## src/rtl/cla_sub_seq_if.sv

```systemverilog
// Handshake and operand/result bundle for the sequential CLA subtractor.
// The slave side belongs to the subtractor, the master side to its requester.
interface cla_sub_seq_if #(
    parameter int WIDTH = 16
);
    logic             start;
    logic [WIDTH-1:0] a;
    logic [WIDTH-1:0] b;
    logic             bin;
    logic             busy;
    logic             done;
    logic [WIDTH-1:0] diff;
    logic             bout;
    logic             ovf;
    logic             zero;

    modport master (
        output start, a, b, bin,
        input  busy, done, diff, bout, ovf, zero
    );

    modport slave (
        input  start, a, b, bin,
        output busy, done, diff, bout, ovf, zero
    );
endinterface

```

## src/rtl/cla_sub_seq.sv

```systemverilog
// Sequential WIDTH-bit subtractor: diff = a - b - bin, one 4-bit carry-lookahead
// slice per clock, LSB nibble first, behind a start/busy/done handshake.
module cla_sub_seq #(
    parameter int WIDTH = 16
) (
    input  logic          clk,
    input  logic          rst_n,
    cla_sub_seq_if.slave  bus
);
    localparam int NIB = WIDTH / 4;
    localparam int CW  = (NIB > 1) ? $clog2(NIB) : 1;
    localparam logic [CW-1:0] LAST = CW'(NIB - 1);

    typedef enum logic [1:0] {IDLE, RUN, DONE} state_t;

    state_t           r_state;
    logic [CW-1:0]    r_cnt;
    logic [WIDTH-1:0] r_a;
    logic [WIDTH-1:0] r_b;
    logic [WIDTH-1:0] r_res;
    logic             r_carry;
    logic             r_busy;
    logic             r_done;
    logic [WIDTH-1:0] r_diff;
    logic             r_bout;
    logic             r_ovf;
    logic             r_zero;

    logic [CW+1:0]    w_base;
    logic [3:0]       w_x;
    logic [3:0]       w_y;
    logic [3:0]       w_g;
    logic [3:0]       w_p;
    logic [3:0]       w_s;
    logic [4:0]       w_c;
    logic [WIDTH-1:0] w_res_next;

    // Current slice: minuend nibble plus inverted subtrahend nibble.
    assign w_base = {r_cnt, 2'b00};
    assign w_x    = r_a[w_base +: 4];
    assign w_y    = ~r_b[w_base +: 4];
    assign w_c[0] = r_carry;

    genvar gi;
    generate
        for (gi = 0; gi < 4; gi++) begin : g_slice
            assign w_g[gi] = w_x[gi] & w_y[gi];
            assign w_p[gi] = w_x[gi] ^ w_y[gi];
            assign w_s[gi] = w_p[gi] ^ w_c[gi];
        end
    endgenerate

    // Full lookahead carries, same equations as the adder4 nibble.
    assign w_c[1] = w_g[0] | (w_p[0] & w_c[0]);
    assign w_c[2] = w_g[1] | (w_p[1] & w_g[0]) | (w_p[1] & w_p[0] & w_c[0]);
    assign w_c[3] = w_g[2] | (w_p[2] & w_g[1]) | (w_p[2] & w_p[1] & w_g[0])
                  | (w_p[2] & w_p[1] & w_p[0] & w_c[0]);
    assign w_c[4] = w_g[3] | (w_p[3] & w_g[2]) | (w_p[3] & w_p[2] & w_g[1])
                  | (w_p[3] & w_p[2] & w_p[1] & w_g[0])
                  | (w_p[3] & w_p[2] & w_p[1] & w_p[0] & w_c[0]);

    always_comb begin
        w_res_next = r_res;
        w_res_next[w_base +: 4] = w_s;
    end

    always_ff @(posedge clk or negedge rst_n) begin
        if (!rst_n) begin
            r_state <= IDLE;
            r_cnt   <= '0;
            r_a     <= '0;
            r_b     <= '0;
            r_res   <= '0;
            r_carry <= 1'b0;
            r_busy  <= 1'b0;
            r_done  <= 1'b0;
            r_diff  <= '0;
            r_bout  <= 1'b0;
            r_ovf   <= 1'b0;
            r_zero  <= 1'b0;
        end else begin
            case (r_state)
                IDLE, DONE: begin
                    r_done <= 1'b0;
                    if (bus.start) begin
                        // Subtract as a + ~b + ~bin: the borrow-in enters inverted.
                        r_a     <= bus.a;
                        r_b     <= bus.b;
                        r_carry <= ~bus.bin;
                        r_res   <= '0;
                        r_cnt   <= '0;
                        r_busy  <= 1'b1;
                        r_state <= RUN;
                    end else begin
                        r_busy  <= 1'b0;
                        r_state <= IDLE;
                    end
                end
                RUN: begin
                    r_res   <= w_res_next;
                    r_carry <= w_c[4];
                    if (r_cnt == LAST) begin
                        r_diff  <= w_res_next;
                        r_bout  <= ~w_c[4];
                        r_ovf   <= (r_a[WIDTH-1] != r_b[WIDTH-1]) &&
                                   (w_res_next[WIDTH-1] != r_a[WIDTH-1]);
                        r_zero  <= (w_res_next == '0);
                        r_busy  <= 1'b0;
                        r_done  <= 1'b1;
                        r_state <= DONE;
                    end else begin
                        r_cnt <= r_cnt + 1'b1;
                    end
                end
                default: begin
                    r_busy  <= 1'b0;
                    r_done  <= 1'b0;
                    r_state <= IDLE;
                end
            endcase
        end
    end

    assign bus.busy = r_busy;
    assign bus.done = r_done;
    assign bus.diff = r_diff;
    assign bus.bout = r_bout;
    assign bus.ovf  = r_ovf;
    assign bus.zero = r_zero;
endmodule

```

## src/flat_wrapper.sv

```systemverilog
// flat-port wrapper written by rule: the top's interface ports become plain ports
module cla_sub_seq_flat 
#(
    parameter int WIDTH = 16
)
  (clk, rst_n, bus_start, bus_a, bus_b, bus_bin, bus_busy, bus_done, bus_diff, bus_bout, bus_ovf, bus_zero);
  cla_sub_seq_if #(.WIDTH(WIDTH)) bus_i ();
  input  logic clk;
  input  logic rst_n;
  input wire logic [$bits(bus_i.start)-1:0] bus_start;
  input wire logic [$bits(bus_i.a)-1:0] bus_a;
  input wire logic [$bits(bus_i.b)-1:0] bus_b;
  input wire logic [$bits(bus_i.bin)-1:0] bus_bin;
  output wire logic [$bits(bus_i.busy)-1:0] bus_busy;
  output wire logic [$bits(bus_i.done)-1:0] bus_done;
  output wire logic [$bits(bus_i.diff)-1:0] bus_diff;
  output wire logic [$bits(bus_i.bout)-1:0] bus_bout;
  output wire logic [$bits(bus_i.ovf)-1:0] bus_ovf;
  output wire logic [$bits(bus_i.zero)-1:0] bus_zero;
  assign bus_i.start = bus_start;
  assign bus_i.a = bus_a;
  assign bus_i.b = bus_b;
  assign bus_i.bin = bus_bin;
  assign bus_busy = bus_i.busy;
  assign bus_done = bus_i.done;
  assign bus_diff = bus_i.diff;
  assign bus_bout = bus_i.bout;
  assign bus_ovf = bus_i.ovf;
  assign bus_zero = bus_i.zero;
  cla_sub_seq #(.WIDTH(WIDTH)) u_core (.clk(clk), .rst_n(rst_n), .bus(bus_i));
endmodule
```

## config.mk

```make
export PLATFORM = sky130hd
export DESIGN_NAME = cla_sub_seq_flat
export DESIGN_NICKNAME = d
export VERILOG_FILES = /design/src/rtl/cla_sub_seq_if.sv /design/src/rtl/cla_sub_seq.sv /design/src/flat_wrapper.sv
export SDC_FILE = /design/constraint.sdc
export NUM_CORES = 1
export LEC_CHECK = 0
export BUFFER_PORTS_ARGS = -buffer_cell sky130_fd_sc_hd__buf_2
export CAP_MARGIN = 20
export CORE_UTILIZATION = 51
export DETAILED_ROUTE_END_ITERATION = 8
export GPL_ROUTABILITY_DRIVEN = 1
export PLACE_DENSITY_LB_ADDON = 0.05
export SYNTH_ARGS = -nofsm -noshare
export SYNTH_HDL_FRONTEND = slang
export SYNTH_SLANG_ARGS = --single-unit
```

## constraint.sdc

```tcl
create_clock -name clk -period 3 [get_ports clk]
set_clock_uncertainty 0.05 [all_clocks]
set_input_delay 0.9 -clock clk [delete_from_list [all_inputs] [get_ports clk]]
set_output_delay 0.9 -clock clk [all_outputs]
set_load 0.02 [all_outputs]
```

==> impl_metrics.env <==
export IMPL_tightest_slew_ps=638
export IMPL_die_area_sq_um=7170
export IMPL_die_y_um=84.7
export IMPL_core_sq_um=6460
export IMPL_placed_area_sq_um=3860
export IMPL_syn_num_nets=409
export IMPL_cp_top_family="simple AND/OR/NAND/NOR gates"
export IMPL_cp_arrival_ps=3040
export IMPL_period_minus_slack_ps=2810
export IMPL_dr_first_iter_drc_count=189
export IMPL_hold_viol=0
export IMPL_synth_area_leaders="dfrtp_1 52%, nand2_1 13%, mux4_2 5.2%"
export IMPL_fmaxAchievable_mhz=356
export IMPL_cts_hold_buf=0
export IMPL_yosysWarnings=0
export IMPL_worstPathMaxFanout=15
export IMPL_cp_required_ps=3230
export IMPL_grt_pass1_wl_mm=13.2
export IMPL_path_buf_inv=2
export IMPL_post_route_period_util=0.937
export IMPL_tns_ps=0
export IMPL_p_leak_nw=2.08
export IMPL_cts_inserted_buffers=9
export IMPL_synth_edff_count=0
export IMPL_post_place_ws_ps=217
export IMPL_finalSetupViolations=0
export IMPL_syn_inst=361
export IMPL_seq_area_frac_synth=0.517
export IMPL_num_antenna_cells=0
export IMPL_cts_root_buf="clkbuf_8"
export IMPL_h_tree_depth=3
export IMPL_drive_above_1_share=0.228
export IMPL_via_per_inst=5.44
export IMPL_cts_sinks=72
export IMPL_syn_area_sq_um=3490
export IMPL_antenna_found_initial=0
export IMPL_path_cells="buf_4 > inv_2 > ha_1 > and4bb_1 > or4_1 > a2111oi_2 > a32o_2"
export IMPL_cts_tree="yes"
export IMPL_port_buffers=56
export IMPL_grt_max_degree=37
export IMPL_fp_row_count=29
export IMPL_crit_path_max_incr_delay_ps=540
export IMPL_rsz0062_at_grt="false"
export IMPL_grt_overflow_total=0
export IMPL_start_util=0.540
export IMPL_startpoint_type="flop"
export IMPL_postCtsSetupRepairBufs=0
export IMPL_place_gp_congestion=0.868
export IMPL_clk_path_buf_depth=2
export IMPL_hp_class="flop to flop"
export IMPL_ys_seq_elements=72
export IMPL_clock_latency_ps=340
export IMPL_grt_usage=0.241
export IMPL_cts_resized=0
export IMPL_critPathKind="flop to flop"
export IMPL_vias=2732
export IMPL_worst_setup_path_end_kind="flop"
export IMPL_worst_slack_ps=190
export IMPL_num_nets_final=469
export IMPL_final_antenna_net_count=0
export IMPL_synth_async_reset_ratio=1.00
export IMPL_dp_hpwl_mm=5.58
export IMPL_grt_pass1_vias=2707
export IMPL_finalWirelength_mm=7.79
export IMPL_peakVddDrop_mv=0.585
export IMPL_slowest_stage="or4_1"
export IMPL_cap_violations=0
export IMPL_post_route_util=0.627
export IMPL_die_w_um=84.7
export IMPL_clk_pin_slew_worst_paths_ps=70
export IMPL_synth_top_area_share=0.517
export IMPL_ys_types=45
export IMPL_status="finished, final reports clean"
export IMPL_maxSlewHeadroom=0.571
export IMPL_avgSynthCellArea_sq_um=9.66
export IMPL_drcViolationCount=0
export IMPL_area_growth_pct=16.2
export IMPL_yosys_most_used_dff="dfrtp_1"
export IMPL_slew_viol_final=0
export IMPL_io_pin_count=57
export IMPL_drt_first_pass_iters=6
export IMPL_power_density_nw_per_um2=1330
export IMPL_routedWlPerCell_um=15.5
export IMPL_final_cell_area_sq_um=4050
export IMPL_synth_largest_area_cell="dfrtp_1"
-- layout make-up --
cell class,instances,area (sq um)
clock buffers,11,141
clock inverters,4,45.0
fillers,593,2410
inverters,14,52.6
multi-input cells,257,1550
flip-flops and latches,72,1800
well taps,77,96.3
repair buffers,67,363
-- synth_stat cells, types with 3 or more instances --
| master | instances |
|---|---|
| a31oi_1 | 3 |
| nor3_1 | 4 |
| mux4_2 | 8 |
| nor2_1 | 17 |
| nand2_1 | 121 |
| a221oi_1 | 6 |
| ha_1 | 11 |
| inv_1 | 12 |
| nor2b_1 | 10 |
| a22o_1 | 8 |
| o21ai_0 | 24 |
| a21oi_1 | 7 |
| dfrtp_1 | 72 |
| clkbuf_1 | 14 |
-- worst register-to-register path: stages (launching register included) --
cell	delay [ps]
dfrtp_1	500
buf_4	300
inv_2	90
ha_1	380
and4bb_1	300
or4_1	540
a2111oi_2	380
a32o_2	210
-- sequential cells by signal, summed over array words and instances (netlist names) --
signal,cells
u_core.bus.zero,1
u_core.r_res,16
u_core.r_a,16
u_core.r_cnt,2
u_core.r_carry,1
u_core.bus.done,1
u_core.r_b,16
u_core.bus.diff,16
u_core.r_state,1
u_core.bus.ovf,1
u_core.bus.bout,1
-- worst paths after layout --
path	from	end	slack, ps	cells past startpoint
worst max-delay path	u_core.r_cnt[0]$_DFFE_PN0P_	u_core.bus.zero$_DFFE_PN0P_	190	7
worst min-delay path	u_core.r_a[13]$_DFFE_PN0P_	u_core.r_a[13]$_DFFE_PN0P_	420	2
worst max register to register	u_core.r_cnt[0]$_DFFE_PN0P_	u_core.bus.zero$_DFFE_PN0P_	190	7
worst min register to register	u_core.r_a[13]$_DFFE_PN0P_	u_core.r_a[13]$_DFFE_PN0P_	420	2
max in group asynchronous	rst_n	u_core.r_a[14]$_DFFE_PN0P_	1710	2
min in group asynchronous	rst_n	u_core.bus.diff[2]$_DFFE_PN0P_	450	1
-- stage by stage --
step                total power (W)  hold slack, ps  std cells
floorplan                   0.00370             390        361
global placement            0.00458             406        487
detailed placement          0.00464             413        487
CTS                         0.00540             431        502
global route                0.00578             445        502
finish                      0.00540             422        502
-- power breakdown --
part	switching, W	leakage, nW	internal (W)
sequential	0.000290	0.922	0.00140
clock	0.000348	0.0989	0.000398
combinational	0.00178	1.06	0.00117
total	0.00242	2.08	0.00298
-- cell families (layout without fill, tap and decap cells) --
group	after synthesis	in the layout	share of synthesized area
AND/OR/NAND/NOR	171	171	0.216
adder cells (fa/ha/maj)	12	12	0.0452
XOR/XNOR	2	2	0.00503
AO/OA/AOI/OAI	62	62	0.121
multiplexers	10	10	0.0574
buffers and inverters	32	96	0.0388
flip-flops	72	72	0.517
-- routing by layer --
layer / routed length (um) / track usage
met5: 0 / 0
met3: 243 / 0.0600
met1: 3470 / 0.315
met2: 3870 / 0.390
met4: 204 / 0.0955
-- layout by cell type (no fill, tap or decap), types with 9 or more instances in the layout --
cell | Yosys | routed
nor2b_1 | 10 | 9
dfrtp_1 | 72 | 72
ha_1 | 11 | 11
clkbuf_8 | 0 | 10
nand2_1 | 121 | 121
buf_4 | 0 | 11
nor2_1 | 17 | 17
o21ai_0 | 24 | 24
inv_1 | 12 | 12
buf_2 | 0 | 56
Power figures use the tool's default switching activity.
